[src/rtl/icache_ctrl_multiline_if.sv]
// Bus bundle between the multi-line icache controller and its environment
// (fetch-stage UFP, tag/data datapath, DFP arbiter).
// Optional perf-counter signals exist only when ICACHE_PERF_CNT_EN is defined.
interface icache_ctrl_multiline_if #(
    parameter int MAX_LINES = 2,
    parameter int IDX_W     = (MAX_LINES > 1) ? $clog2(MAX_LINES) : 1,
    parameter int NL_W      = $clog2(MAX_LINES + 1)
`ifdef ICACHE_PERF_CNT_EN
    , parameter int CNT_W   = 32
`endif
);
    // UFP side
    logic             cache_read_request;
    logic [NL_W-1:0]  req_lines;
    logic             ready;
    logic             ufp_resp;

    // datapath side
    logic             cache_hit;
    logic             sram_array_csb0;
    logic             write_from_mem;
    logic             save_sram_dout;
    logic [IDX_W-1:0] line_idx;

    // DFP side
    logic             dfp_read;
    logic             dfp_write;
    logic             dfp_resp;

`ifdef ICACHE_PERF_CNT_EN
    logic             perf_clr;
    logic [CNT_W-1:0] hit_count;
    logic [CNT_W-1:0] miss_count;
`endif

    // Controller view: serves requests and drives the datapath/DFP controls.
    modport slave (
        input  cache_read_request, req_lines, cache_hit, dfp_resp,
`ifdef ICACHE_PERF_CNT_EN
        input  perf_clr,
        output hit_count, miss_count,
`endif
        output dfp_read, dfp_write, sram_array_csb0, write_from_mem,
               save_sram_dout, line_idx, ready, ufp_resp
    );

    // Environment view: issues requests and reports hit/DFP status.
    modport master (
        output cache_read_request, req_lines, cache_hit, dfp_resp,
`ifdef ICACHE_PERF_CNT_EN
        output perf_clr,
        input  hit_count, miss_count,
`endif
        input  dfp_read, dfp_write, sram_array_csb0, write_from_mem,
               save_sram_dout, line_idx, ready, ufp_resp
    );
endinterface

[src/rtl/icache_ctrl_multiline.sv]
// Instruction-cache controller for fetches spanning 1..MAX_LINES consecutive
// cachelines. Each line is checked in turn through a single-port SRAM; a miss
// fills that line from the DFP, re-reads it, and resumes checking.
// Optional hit/miss perf counters: define ICACHE_PERF_CNT_EN.
module icache_ctrl_multiline #(
    parameter int MAX_LINES = 2,
    parameter int IDX_W     = (MAX_LINES > 1) ? $clog2(MAX_LINES) : 1,
    parameter int NL_W      = $clog2(MAX_LINES + 1)
`ifdef ICACHE_PERF_CNT_EN
    , parameter int CNT_W   = 32
`endif
) (
    input logic                     clk,
    input logic                     rst,
    icache_ctrl_multiline_if.slave  bus
);

    typedef enum logic [1:0] {
        IDLE,
        CHECK,
        FETCH,
        FETCH_WAIT
    } state_t;

    state_t           state, state_n;
    logic [IDX_W-1:0] line_idx, line_idx_n;
    logic [NL_W-1:0]  nlines, nlines_n;
    logic             last_line;
    logic             accept;

    // A zero span still fetches one line; oversize spans saturate at MAX_LINES.
    function automatic logic [NL_W-1:0] clamp_lines(input logic [NL_W-1:0] n);
        if (n == '0)
            return NL_W'(1);
        else if (n > NL_W'(MAX_LINES))
            return NL_W'(MAX_LINES);
        else
            return n;
    endfunction

    assign last_line    = (NL_W'(line_idx) == (nlines - NL_W'(1)));
    assign bus.line_idx = line_idx;

    // State, line index and latched span registers.
    // NOTE: sequential state uses non-blocking (<=) so every register samples
    // pre-edge values; blocking here would create order-dependent races.
    always_ff @(posedge clk or posedge rst) begin
        if (rst) begin
            state    <= IDLE;
            line_idx <= '0;
            nlines   <= NL_W'(1);
        end else begin
            state    <= state_n;
            line_idx <= line_idx_n;
            nlines   <= nlines_n;
        end
    end

    // Next-state and output decode; accept is shared by IDLE and the final CHECK.
    always_comb begin
        // NOTE: every signal assigned here gets a default first; a path that
        // left one unassigned would infer a latch.
        state_n             = state;
        line_idx_n          = line_idx;
        nlines_n            = nlines;
        accept              = 1'b0;
        bus.dfp_read        = 1'b0;
        bus.dfp_write       = 1'b0;
        bus.sram_array_csb0 = 1'b1;
        bus.write_from_mem  = 1'b0;
        bus.save_sram_dout  = 1'b0;
        bus.ready           = 1'b0;
        bus.ufp_resp        = 1'b0;

        unique case (state)
            IDLE: begin
                bus.ready = 1'b1;
                accept    = bus.cache_read_request;
            end

            CHECK: begin
                if (bus.cache_hit) begin
                    bus.save_sram_dout = 1'b1;
                    if (last_line) begin
                        bus.ufp_resp = 1'b1;
                        bus.ready    = 1'b1;
                        accept       = bus.cache_read_request;
                        if (!bus.cache_read_request) begin
                            line_idx_n = '0;
                            state_n    = IDLE;
                        end
                    end else begin
                        bus.sram_array_csb0 = 1'b0;
                        line_idx_n          = line_idx + IDX_W'(1);
                    end
                end else begin
                    state_n = FETCH;
                end
            end

            FETCH: begin
                bus.dfp_read = 1'b1;
                if (bus.dfp_resp) begin
                    bus.write_from_mem  = 1'b1;
                    bus.sram_array_csb0 = 1'b0;
                    state_n             = FETCH_WAIT;
                end
            end

            FETCH_WAIT: begin
                bus.sram_array_csb0 = 1'b0;
                state_n             = CHECK;
            end

            default: state_n = IDLE;
        endcase

        if (accept) begin
            bus.sram_array_csb0 = 1'b0;
            line_idx_n          = '0;
            nlines_n            = clamp_lines(bus.req_lines);
            state_n             = CHECK;
        end
    end

`ifdef ICACHE_PERF_CNT_EN
    logic             recheck;
    logic [CNT_W-1:0] hit_cnt, miss_cnt;

    assign bus.hit_count  = hit_cnt;
    assign bus.miss_count = miss_cnt;

    // Saturating hit/miss counters; the CHECK right after a fill is not a hit.
    always_ff @(posedge clk or posedge rst) begin
        if (rst) begin
            recheck  <= 1'b0;
            hit_cnt  <= '0;
            miss_cnt <= '0;
        end else begin
            recheck <= (state == FETCH_WAIT);
            if (bus.perf_clr) begin
                hit_cnt  <= '0;
                miss_cnt <= '0;
            end else if (state == CHECK) begin
                if (bus.cache_hit && !recheck && (hit_cnt != '1))
                    hit_cnt <= hit_cnt + CNT_W'(1);
                if (!bus.cache_hit && (miss_cnt != '1))
                    miss_cnt <= miss_cnt + CNT_W'(1);
            end
        end
    end
`endif

endmodule

[src/flat_wrapper.sv]
// flat-port wrapper written by rule: the top's interface ports become plain ports
module icache_ctrl_multiline_flat 
#(
    parameter int MAX_LINES = 2,
    parameter int IDX_W     = (MAX_LINES > 1) ? $clog2(MAX_LINES) : 1,
    parameter int NL_W      = $clog2(MAX_LINES + 1)

)
  (clk, rst, bus_cache_read_request, bus_req_lines, bus_cache_hit, bus_dfp_resp, bus_dfp_read, bus_dfp_write, bus_sram_array_csb0, bus_write_from_mem, bus_save_sram_dout, bus_line_idx, bus_ready, bus_ufp_resp);
  icache_ctrl_multiline_if #(.MAX_LINES(MAX_LINES), .IDX_W(IDX_W), .NL_W(NL_W)) bus_i ();
  input logic clk;
  input logic rst;
  input wire logic [$bits(bus_i.cache_read_request)-1:0] bus_cache_read_request;
  input wire logic [$bits(bus_i.req_lines)-1:0] bus_req_lines;
  input wire logic [$bits(bus_i.cache_hit)-1:0] bus_cache_hit;
  input wire logic [$bits(bus_i.dfp_resp)-1:0] bus_dfp_resp;
  output wire logic [$bits(bus_i.dfp_read)-1:0] bus_dfp_read;
  output wire logic [$bits(bus_i.dfp_write)-1:0] bus_dfp_write;
  output wire logic [$bits(bus_i.sram_array_csb0)-1:0] bus_sram_array_csb0;
  output wire logic [$bits(bus_i.write_from_mem)-1:0] bus_write_from_mem;
  output wire logic [$bits(bus_i.save_sram_dout)-1:0] bus_save_sram_dout;
  output wire logic [$bits(bus_i.line_idx)-1:0] bus_line_idx;
  output wire logic [$bits(bus_i.ready)-1:0] bus_ready;
  output wire logic [$bits(bus_i.ufp_resp)-1:0] bus_ufp_resp;
  assign bus_i.cache_read_request = bus_cache_read_request;
  assign bus_i.req_lines = bus_req_lines;
  assign bus_i.cache_hit = bus_cache_hit;
  assign bus_i.dfp_resp = bus_dfp_resp;
  assign bus_dfp_read = bus_i.dfp_read;
  assign bus_dfp_write = bus_i.dfp_write;
  assign bus_sram_array_csb0 = bus_i.sram_array_csb0;
  assign bus_write_from_mem = bus_i.write_from_mem;
  assign bus_save_sram_dout = bus_i.save_sram_dout;
  assign bus_line_idx = bus_i.line_idx;
  assign bus_ready = bus_i.ready;
  assign bus_ufp_resp = bus_i.ufp_resp;
  icache_ctrl_multiline #(.MAX_LINES(MAX_LINES), .IDX_W(IDX_W), .NL_W(NL_W)) u_core (.clk(clk), .rst(rst), .bus(bus_i));
endmodule
[config.mk]
export PLATFORM = sky130hd
export DESIGN_NAME = icache_ctrl_multiline_flat
export DESIGN_NICKNAME = d
export VERILOG_FILES = /design/src/rtl/icache_ctrl_multiline_if.sv /design/src/rtl/icache_ctrl_multiline.sv /design/src/flat_wrapper.sv
export SDC_FILE = /design/constraint.sdc
export NUM_CORES = 1
export LEC_CHECK = 0
export CAP_MARGIN = 20
export CORE_MARGIN = 2
export CORE_UTILIZATION = 25
export CTS_BUF_LIST = sky130_fd_sc_hd__clkbuf_8
export DETAILED_ROUTE_END_ITERATION = 6
export GPL_ROUTABILITY_DRIVEN = 0
export SLEW_MARGIN = 20
export SYNTH_ARGS = -nofsm -noshare
export SYNTH_HDL_FRONTEND = slang
export SYNTH_SLANG_ARGS = --single-unit
[constraint.sdc]
create_clock -name clk -period 2 [get_ports clk]
set_input_delay 0.4 -clock clk [delete_from_list [all_inputs] [get_ports clk]]
set_output_delay 0.4 -clock clk [all_outputs]
set_load 0.01 [all_outputs]
==> run metrics, run 1 <==
clock root cell=clkbuf_8; hold crit path type=in -> async; Post-DP HPWL=749.7 um; sequential area share after synthesis=30.79%; Met2 Wirelength=437 um; Tcrit/Tclk final=106.2%; cell area after synthesis=410.4 um2; aggregate routed wire length=919 um; Reg2Reg Capture Point=u_core.state[1]; WP data required=1.60 ns; Die H=44.52 um; antenna-violating nets left=0; r2r startpoint=u_core.nlines[0]; Die W=44.52 um; worst-case reg-to-reg path depth=7; vias in the first global route=372; grt total ovfl=0; Slew Viols, Final=0; Max Clk Rate=471.0 MHz; Clock transition at path regs=0.04 ns; Final Worst Setup Slack=-0.1233 ns; clock buffer depth=2; area grow syn2layout=71.34%; later-pin clock latency in the skew report=0.22 ns; Max-cap violations=0; Core Region=0.001524 mm2; Mapped Nets=55; Synth cell types=27; DR WL/cell=10.21 um; Num CTS Buffers=3; Seq cells post-synth=5; Max Used Layer=met3; clock sinks=5; Hold Buf Count CTS=0; failing checks=setup timing; gr usage total=9.883%; final instance count without filler cells=90; critical setup path kind=reg -> out; crit path capture type=output pin; endpoints failing setup=2; met1 wire length=454 um; worst ir drop on vdd=741.2 uV; initial antenna violation count=0; FF+latch area=126.4 um2; crit-path cells=or3b_4, buf_6, a21oi_4, o21ai_2, o31a_1, buf_2; crit path time final=2.123 ns; vias per cell=4.533; number of I/O port buffers=12; die area=0.001982 mm2; largest fanout on the critical path=3; DR vias=408; num ports=15; YS warnings=0; row cnt=14; TritonCTS clock tree=built; Fill cells=158; slowest CP cell=dfstp_2; Worst setup SP type=flop; Worst EP arrival=1.72 ns; Final Hold Fails=0; area occupied by multi-input gates=257.7 um2; Reg2Reg Setup Slack=0.08 ns; pin count of the biggest net entering global routing=6; post-placement cell count=85; share of post-route cells with drive strength above 1=40.54%; Synth Area per Inst=9.327 um2; Layout Nets=86; global-route wire length before repair=1455 um; metal3 WL=27 um; antenna diode count=0; Post-Place Cell Area=648.1 um2; PwrDens=1616 mW/mm2; Initial DRC Count=5; leakage=0.0003536 uW; Initial DRT Pass Iterations=4; # DRC=0; Critical Path Max Stage Delay=0.52 ns; Mapped Cells=44; unrepaired setup endpoints after global routing=yes; Max H-tree Level=1; Worst Skew=0.001450 ns; outcome=finished, violations left; Final Cell Area=703.2 um2; Starting Density=26.93%
-- through the flow --
step | util [%] | hold WS, ns | worst slack [ns] | setup TNS (ns) | power, uW
after floorplan | - | 0.1778 | 0.1773 | 0 | 598.8
after global placement | 42.53 | 0.4854 | -0.3010 | -0.9162 | 942.9
after detailed placement | 42.53 | 0.4910 | -0.3387 | -0.9778 | 956.4
after CTS | 46.14 | 0.3976 | -0.1311 | -0.1864 | 1151
after global routing | 46.14 | 0.4149 | -0.1776 | -0.3177 | 1227
final | 46.14 | 0.3905 | -0.1233 | -0.1641 | 1136
-- synth_stat cells --
| cell type | n | share of area, % |
|---|---|---|
| or3b_4 | 1 | 2.7 |
| buf_4 | 1 | 1.8 |
| and2_2 | 1 | 1.8 |
| nor2_1 | 2 | 1.8 |
| and2b_2 | 1 | 2.1 |
| nor3b_1 | 1 | 1.8 |
| nor3_1 | 2 | 2.4 |
| or3_1 | 1 | 1.5 |
| o31a_1 | 1 | 2.1 |
| and2_1 | 1 | 1.5 |
| o21ai_2 | 1 | 2.1 |
| conb_1 | 1 | 0.91 |
| a21oi_4 | 1 | 4.0 |
| or2_4 | 1 | 2.1 |
| dfstp_2 | 1 | 6.4 |
| a22o_1 | 1 | 2.1 |
| a21oi_1 | 3 | 3.7 |
| dfrtp_1 | 4 | 24 |
| mux2_2 | 1 | 2.7 |
| inv_1 | 5 | 4.6 |
| o21ai_0 | 2 | 2.4 |
| nand3b_1 | 1 | 1.8 |
| nand2_1 | 2 | 1.8 |
| a32oi_1 | 1 | 2.1 |
| a21boi_0 | 1 | 1.8 |
| mux2i_1 | 2 | 4.9 |
| ha_1 | 4 | 12 |
-- power by group --
group	internal [uW]	switching [uW]	leakage (uW)	total, uW
logic	443	318	0.000267	760
clock network	131	45.1	0.0000269	176
registers	161	39.1	0.0000596	200
-- worst max-delay path, delay by kind of cell, from the launching register on --
family | cells | cell delay (ns)
flip-flops | 1 | 0.52
AO/OA/AOI/OAI | 3 | 0.35
AND/OR/NAND/NOR | 1 | 0.38
buffers and inverters | 2 | 0.27
-- per-layer routing --
| layer | vias to the layer above | track usage [%] |
|---|---|---|
| met2 | 6 | 15.36 |
| met3 | 0 | 1.224 |
| met4 | 0 | 5.455 |
| li1 | 211 | - |
| met1 | 191 | 13.12 |
| met5 | - | 0 |
-- final cells by class --
class,instances,area share (%)
Multi-Input combinational cell,33,36.65
Clock inverter,1,0.5338
Inverter,5,2.669
Tap cell,16,2.847
Clock buffer,3,5.872
Timing Repair Buffer,27,33.45
Sequential cell,5,17.97
-- cells by family after synthesis --
group / share of synthesized area [%]
AOI/OAI and AO/OA: 20.43
adders and majority gates: 12.20
buffers and inverters: 6.404
DFF: 30.79
muxes: 7.622
other: 0.9138
and+or+nand+nor: 21.65
-- placed cells by master, fill, tap and decap left out, drive strengths merged --
cell type | Yosys | final
mux2 | 1 | 1
a21boi | 1 | 1
dfrtp | 4 | 4
a22o | 1 | 1
inv | 5 | 6
buf | 1 | 18
or2 | 1 | 1
clkdlybuf4s50 | 0 | 7
dfstp | 1 | 1
clkbuf | 0 | 3
o21ai | 3 | 3
nor3 | 2 | 2
dlygate4sd2 | 0 | 2
and2b | 1 | 1
o31a | 1 | 1
and2 | 2 | 2
nor2 | 2 | 2
a32oi | 1 | 1
or3 | 1 | 1
or3b | 1 | 1
conb | 1 | 1
nand2 | 2 | 2
nand3b | 1 | 1
ha | 4 | 4
a21oi | 4 | 4
mux2i | 2 | 2
nor3b | 1 | 1
-- worst max-delay path by stage --
stage,startpoint,to,slack [ns],cells past startpoint
finish,u_core.nlines[0],bus_sram_array_csb0,-0.12,6
global placement,u_core.nlines[0],bus_sram_array_csb0,-0.30,5
detailed placement,u_core.nlines[0],bus_sram_array_csb0,-0.34,5
CTS,u_core.nlines[0],bus_sram_array_csb0,-0.13,6
floorplan,u_core.nlines[0],bus_sram_array_csb0,0.18,4
global route,u_core.nlines[0],bus_sram_array_csb0,-0.18,6
-- repair_timing --
action                     4_1_cts  5_1_grt
pin swaps                        2        0
buffers inserted                 1        0
resized for setup               20        0
setup endpoints to repair        5        3
-- sequential cells by signal, summed over array words and instances (netlist names) --
signal and cells:
u_core.nlines 2, u_core.bus.line_idx 1, u_core.state 2
No activity file was read; power rests on OpenSTA's default activity.
==> run 2, diff against run 1 <==
GPL_ROUTABILITY_DRIVEN = unset   (was 0)
==> results of run 2 <==
The final DEF is identical to that of run 1; final timing and power are the same.
